[src/rtl/moving_avg_sched.sv]
// moving_avg_sched: four-channel 4-tap moving average sharing a single
// accumulator. A round-robin arbiter picks one requesting channel per
// transaction. The new sample is pushed into that channel's history, the
// four taps are summed over four cycles, and the floor of sum/4 is presented.
//
// Ports
//   system1000      clock, rising edge
//   system1000_rst  asynchronous active-high reset
//   req_i[3:0]      per-channel sample request
//   data_i[31:0]    four signed 8-bit samples, channel k at [8k+7:8k]
//   flush_i         clear all histories (IDLE only, wins over req_i)
//   ack_o[3:0]      one-hot grant, high for one cycle after the grant edge
//   avg_o[7:0]      signed moving average, held between results
//   chan_o[1:0]     channel of avg_o
//   valid_o         one-cycle qualifier for avg_o/chan_o
//   busy_o          high while a transaction is in flight

// Per-channel 4-deep sample history; taps[0] is the newest sample.
module moving_avg_sched_lane (
    input  logic            clk,
    input  logic            rst,
    input  logic            clr,
    input  logic            shift,
    input  logic [7:0]      din,
    output logic [3:0][7:0] taps
);
    always_ff @(posedge clk or posedge rst) begin
        if (rst)        taps <= '0;
        else if (clr)   taps <= '0;
        else if (shift) taps <= {taps[2:0], din};
    end
endmodule

module moving_avg_sched (
    input  logic              system1000,
    input  logic              system1000_rst,
    input  logic [3:0]        req_i,
    input  logic [31:0]       data_i,
    input  logic              flush_i,
    output logic [3:0]        ack_o,
    output logic signed [7:0] avg_o,
    output logic [1:0]        chan_o,
    output logic              valid_o,
    output logic              busy_o
);
    typedef enum logic [1:0] {IDLE, ACC, OUT} state_t;

    state_t              state, state_nx;
    logic [1:0]          cnt;
    logic signed [9:0]   sum, sum_nx;
    logic [1:0]          ptr;
    logic [1:0]          gsel;
    logic [1:0]          rr_sel;
    logic                rr_hit;
    logic                grant;
    logic                flush_clr;
    logic [3:0][3:0][7:0] hist;
    logic [7:0]          tap;

    // Round-robin search starting one past the last granted channel.
    always_comb begin
        logic [1:0] cand;
        rr_sel = ptr;
        rr_hit = 1'b0;
        for (int i = 1; i <= 4; i++) begin
            cand = ptr + 2'(i);
            if (!rr_hit && req_i[cand]) begin
                rr_sel = cand;
                rr_hit = 1'b1;
            end
        end
    end

    // Next-state logic; flush and request are only looked at in IDLE.
    always_comb begin
        state_nx  = state;
        grant     = 1'b0;
        flush_clr = 1'b0;
        case (state)
            IDLE: begin
                if (flush_i) begin
                    flush_clr = 1'b1;
                end else if (rr_hit) begin
                    grant    = 1'b1;
                    state_nx = ACC;
                end
            end
            ACC:     if (cnt == 2'd3) state_nx = OUT;
            OUT:     state_nx = IDLE;
            default: state_nx = IDLE;
        endcase
    end

    always_ff @(posedge system1000 or posedge system1000_rst) begin
        if (system1000_rst) state <= IDLE;
        else                state <= state_nx;
    end

    generate
        for (genvar k = 0; k < 4; k++) begin : g_lane
            moving_avg_sched_lane u_lane (
                .clk   (system1000),
                .rst   (system1000_rst),
                .clr   (flush_clr),
                .shift (grant && (rr_sel == 2'(k))),
                .din   (data_i[8*k +: 8]),
                .taps  (hist[k])
            );
        end
    endgenerate

    assign tap    = hist[gsel][cnt];
    assign sum_nx = sum + {{2{tap[7]}}, tap};

    always_ff @(posedge system1000 or posedge system1000_rst) begin
        if (system1000_rst) begin
            cnt     <= '0;
            sum     <= '0;
            ptr     <= 2'd3;
            gsel    <= '0;
            ack_o   <= '0;
            avg_o   <= '0;
            chan_o  <= '0;
            valid_o <= 1'b0;
        end else begin
            ack_o   <= '0;
            valid_o <= 1'b0;
            if (grant) begin
                ptr   <= rr_sel;
                gsel  <= rr_sel;
                ack_o <= 4'b0001 << rr_sel;
                sum   <= '0;
                cnt   <= '0;
            end
            if (state == ACC) begin
                sum <= sum_nx;
                cnt <= cnt + 2'd1;
                if (cnt == 2'd3) begin
                    // Dropping the two LSBs of the signed sum floors toward -inf.
                    avg_o   <= sum_nx[9:2];
                    chan_o  <= gsel;
                    valid_o <= 1'b1;
                end
            end
        end
    end

    assign busy_o = (state != IDLE);
endmodule

[config.mk]
export PLATFORM = sky130hd
export DESIGN_NAME = moving_avg_sched
export DESIGN_NICKNAME = d
export VERILOG_FILES = /design/src/rtl/moving_avg_sched.sv
export SDC_FILE = /design/constraint.sdc
export NUM_CORES = 1
export LEC_CHECK = 0
export BUFFER_PORTS_ARGS = -buffer_cell sky130_fd_sc_hd__buf_2
export CORE_ASPECT_RATIO = 0.9
export CORE_UTILIZATION = 40
export DETAILED_ROUTE_END_ITERATION = 8
export RECOVER_POWER = 50
export SLEW_MARGIN = 20
export SYNTH_ARGS = -nofsm -noshare
export SYNTH_HDL_FRONTEND = slang
export SYNTH_SLANG_ARGS = --single-unit
[constraint.sdc]
create_clock -name system1000 -period 5.6 [get_ports system1000]
set_clock_uncertainty 0.1 [all_clocks]
set_input_delay 0.56 -clock system1000 [delete_from_list [all_inputs] [get_ports system1000]]
set_output_delay 0.56 -clock system1000 [all_outputs]
set_load 0.01 [all_outputs]
======== Word-level counts from Yosys, hierarchy flattened ========
Index checks and enable logic that the tools add are counted.
W data, S select, Z words.
word-level totals
  flip-flop bits (word level) ............. 161
  input bits .............................. 39
  output and inout bits ................... 16
  word-level logic and storage cells ...... 109
cells by class
  add/subtract/negate cells ............... 5
  magnitude comparators ................... 6
  equal/unequal tests ..................... 8
  shift-type cells ........................ 1
  mux-type cells .......................... 44
  reduce and logical (&&, ||, !) cells .... 20
operator list
  kind                   number
  $mux W32               9
  $bmux W32 S2           1
  $mux W10               2
  $lt A2 B3 Y1 const B   6
  $mux W2                9
  $bmux W8 S2            1
  $mux W1                15
  $reduce_bool A2 Y1     6
  $add A10 B10 Y10       1
  $bmux W1 S2            4
  $mux W8                1
  $logic_and A1 B1 Y1    7
  $eq A2 B2 Y1 const B   3
  $ne A2 B2 Y1 const B   3
  $add A2 B1 Y2 const B  2
  $add A2 B2 Y2 const B  2
  $eq A2 B1 Y1 const B   2
  $logic_not A2 Y1       2
  $mux W4                1
  $pmux W2 S2            1
  $shl A1 B2 Y4 const A  1
  $logic_not A1 Y1       3
  $reduce_and A3 Y1      1
  $reduce_and A2 Y1      1

======== Longest topological paths before layout ========
  depth after elaboration ................. 19
  mapped depth ............................ 13
  gate-level depth less buffers ........... 10

======== By module ========
A second synthesis with hierarchy kept.
unflattened totals
  cell total of the unflattened synthesis .. 625
  area, all modules ....................... 7,910.1 µm²
modules (own cells, without submodules)
  module                 instances  cells each  area an instance (µm²)  seq. area each (µm²)
  moving_avg_sched_lane  4          104         1,327.5                 800.8
  moving_avg_sched       1          209         2,600.0                 828.3

======== Least setup slack after synthesis ========
No wires, ideal clock.
  path type ............................... reg-to-reg
  start point ............................. reg gsel[0]
  end point ............................... reg avg_o[6]
  setup time .............................. 0.133 ns
  data arrival time ....................... 3.712 ns
  data required time ...................... 5.367 ns
  path slack .............................. 1.655 ns
  cell stages (with the launch flop) ...... 13
  path buffers ............................ 2
  period minus slack after synthesis ...... 3.945 ns
  cells stage by stage .................... dfrtp_1 buf_2 buf_1 mux4_2 mux4_2 ha_1 fa_1 a21o_1 a21oi_1 o21bai_1 a221oi_1 xor2_1 o21ai_0
between the ends
  cells in the longest elaborated chain, start to end .. 5
ends and longest elaborated chain
  item                            line  source
  start, declared                 52    logic [1:0] gsel;
  start signal, assigned          130   gsel <= rr_sel;
  $bmux W32 S2                    112   assign tap = hist[gsel][cnt];
  $mux W32 (implied by the code)  112
  $bmux W8 S2                     112
  $mux W8 (implied by the code)   112
  $add A10 B10 Y10                113   assign sum_nx = sum + {{2{tap[7]}}, tap};
  end signal, assigned            140   avg_o <= sum_nx[9:2];
  end, declared                   41    output logic signed [7:0] avg_o,
Every way passes these cells. The select of a mux whose other input is x is not followed.
A chain may end at the register's enable or synchronous reset.

======== Worst setup path in the final report ========
  start point ............................. reg gsel[0]
  end point ............................... reg avg_o[7]
The elaborated chain is that of the path after synthesis.

==> impl_metrics.csv <==
group,metric,value,unit
run_status,status,"finished with violations",
run_status,violations,"capacitance limit, slew limit",
timing,fmax,253,MHz
clocking,clock_path_buffers,2,
run,cap_violations,1,
pwr,p_int,2.56,mW
logic_synthesis,synth_area,0.00763,mm^2
pwr,p_sw,1.37,mW
logic_synthesis,yosysSeqAreaShare,0.528,
finish,nets,792,
finish,drive_gt1_frac,0.179,
min_path,hp-class,"primary input to register",
die,start_util,0.412,
pwr,power_density,451,mW/mm^2
route,ant_nets,0,
die,fp-row-count,47,
pwr,pwr-share-seq,0.417,
clocking,clockRootBuffer,"clkbuf_16",
grt,grt_max_degree,111,
finish,fin_util,0.470,
pwr,comb_power_share,0.286,
place,dp.cells,967,
logic_synthesis,synth-edff-count,0,
pwr,p_sw_frac,0.348,
die,pin_count,55,
grt,antenna_found_initial,0,
clocking,post_cts_buffers,0,
critical_path,critPathMaxStageDelay,710,ps
critical_path,critical_path_class,"register to register",
clocking,ctsHoldBuffers,0,
place,hpwlAfterDp,11.3,mm
logic_synthesis,syn_inst,707,
route,via_count,5309,
timing,layout_setup_ws,1640,ps
timing,slew_viol_final,39,
finish,nFillCells,1703,
logic_synthesis,synth_cell_type_count,43,
route,via_per_inst,5.31,
timing,worstMarginPinSlew,1870,ps
place,port_buffers,54,
place,preCtsSetupSlack,1640,ps
finish,layout_common_cells,"dfrtp_1, nand2_1, a21oi_1, nor2_1, mux2i_1",
clocking,clk_pin_slew_worst_paths,70,ps
logic_synthesis,ys.flop_type,"dfrtp_1",
route,drcViolationCount,0,
timing,period_needed,3960,ps
critical_path,crit_path_start_kind,"register",
timing,grt_setup_unrepaired,"no",
timing,setup_tns,0,ps
grt,grt_use_total,0.193,
finish,diodes,0,
pwr,clkPwrFrac,0.297,
logic_synthesis,syn_avg_cell_area,10.8,um^2
timing,setup_violations,0,
clocking,cts_tree,"done",
timing,max_slew_margin,-0.252,
clocking,numCtsBuffers,17,
route,dr.pass1.iters,5,
die,chipHeight,133,um
logic_synthesis,synthesis.nets,757,
die,die_w,148,um
place,globalplace.congestion,0.844,
clocking,ctsResizeCount,0,
timing,final-hold-violation-count,0,
critical_path,crit_chain,"buf_4, mux4_2, mux4_2, ha_1, o21ai_0, o21ai_1, a41oi_1, xor2_1, xor2_1, o21ai_1",
route,wl_per_cell,17.5,um
clocking,cts_sinks,161,
finish,fin_cells,999,
grt,grt_pass1_wl,29.0,mm
critical_path,cpMaxStageDelayCell,"dfrtp_2",
finish,syn2layout_area_growth,14.0,%
die,fp.dieArea,0.0196,mm^2
clocking,insertion_delay,430,ps
pwr,leakage,4.29,nW
timing,period_share,0.707,
logic_synthesis,synthArstFlopShare,1.00,
finish,final_common_cell,"dfrtp_1",
grt,grt_overflow,0,
critical_path,arrival,4150,ps
critical_path,end_kind,"register",
critical_path,required,5790,ps
grt,grt_pass1_vias,5468,
logic_synthesis,yosysWarnings,0,
clocking,cts_htree_levels,4,
route,drtIter0Drc,368,
pwr,peakVddDrop,0.231,mV
critical_path,crit_fanout,18,
logic_synthesis,ys_ff_latch,161,
die,coreArea,0.0185,mm^2
critical_path,crit_family,"multiplexers",
route,routed_wl,17.4,mm
critical_path,critPathBufInv,1,
[Yosys cell counts (2+ instances only)]
cell type  instances  area [um^2]
xnor2_1            4         35.0
a22o_1             3         26.3
a21oi_1           71          355
o21ai_0           12         60.1
nand2_1          152          571
a21o_1             4         30.0
clkbuf_1          34          128
nand2b_1           3         18.8
buf_1              5         18.8
o21ai_1           15         75.1
dfstp_2            2         52.6
nand3_1           13         65.1
nor3_1             3         15.0
o21bai_1           3         22.5
o21a_1             4         30.0
buf_2             10         50.1
inv_1             20         75.1
nor2_1            57          214
mux2_2             4         45.0
mux2i_1           54          541
mux4_2            40          901
nor2b_1            2         12.5
xor2_1             5         43.8
dfrtp_1          159         3980
ha_1              10          125
[cells by family (layout without fill, tap and decap cells)]
logic type | count (synthesis) | count (layout) | share of synthesized area
muxes | 98 | 98 | 0.195
adders and majority gates | 11 | 11 | 0.0190
DFF | 161 | 161 | 0.528
and+or+nand+nor | 240 | 240 | 0.127
AOI/OAI and AO/OA | 118 | 118 | 0.0847
xor gates and xnor gates | 9 | 9 | 0.0103
buffers and inverters | 70 | 117 | 0.0361
[tightest hold or removal path, cell delays in order]
cell and delay, ps:
buf_2 90, inv_1 40, o21ai_1 50
[routing by layer]
metal	up-vias	share of wire	track usage
li1	2504	-	-
met1	2673	0.47	0.261
met2	115	0.48	0.308
met3	17	0.043	0.0445
met4	0	0.015	0.0630
met5	-	0	0
[cell type report]
class                           count  area, um^2  area share
Sequential cell                   161        4030       0.463
Multi-Input combinational cell    476        3340       0.384
Clock buffer                       17         425      0.0489
Timing Repair Buffer               65         350      0.0403
Tap cell                          245         307      0.0352
Clock inverter                     14         166      0.0191
Inverter                           21        80.1     0.00920
[registers in the layout (all words and copies together), names as in the netlist]
signal / count
ptr: 2
chan_o: 2
valid_o: 1
sum: 10
ack_o: 4
g_lane.u_lane.taps: 128
gsel: 2
avg_o: 8
cnt: 2
state: 2
[worst paths after layout]
path                                                 end      startpoint  slack, ps  cells after the start
worst min register to register                  avg_o[0]        avg_o[0]        380                      2
min in group asynchronous       g_lane[1].u_lane.taps[7]  system1000_rst        500                      2
worst min-delay path            g_lane[2].u_lane.taps[0]      data_i[16]        250                      3
worst max register to register                  avg_o[7]         gsel[0]       1640                     10
worst max-delay path                            avg_o[7]         gsel[0]       1640                     10
max in group asynchronous       g_lane[1].u_lane.taps[2]  system1000_rst       3180                      4
[power by group through the flow]
stage | Clock, mW | Combinational (mW) | Sequential [mW]
3_3_place_gp | 0 | 1.11 | 1.66
2_1_floorplan | 0 | 0.912 | 1.53
5_1_grt | 1.24 | 1.25 | 1.67
3_5_place_dp | 0 | 1.14 | 1.66
6_report | 1.16 | 1.12 | 1.64
4_1_cts | 1.19 | 1.14 | 1.64
[stage by stage]
step	hold WS [ps]	area [um^2]	total power [mW]
3_5_place_dp	369	8110	2.80
2_1_floorplan	356	7630	2.44
6_report	251	8700	3.92
3_3_place_gp	364	8110	2.76
5_1_grt	263	8700	4.16
4_1_cts	235	8700	3.98
(Power assumes the default switching activity.)
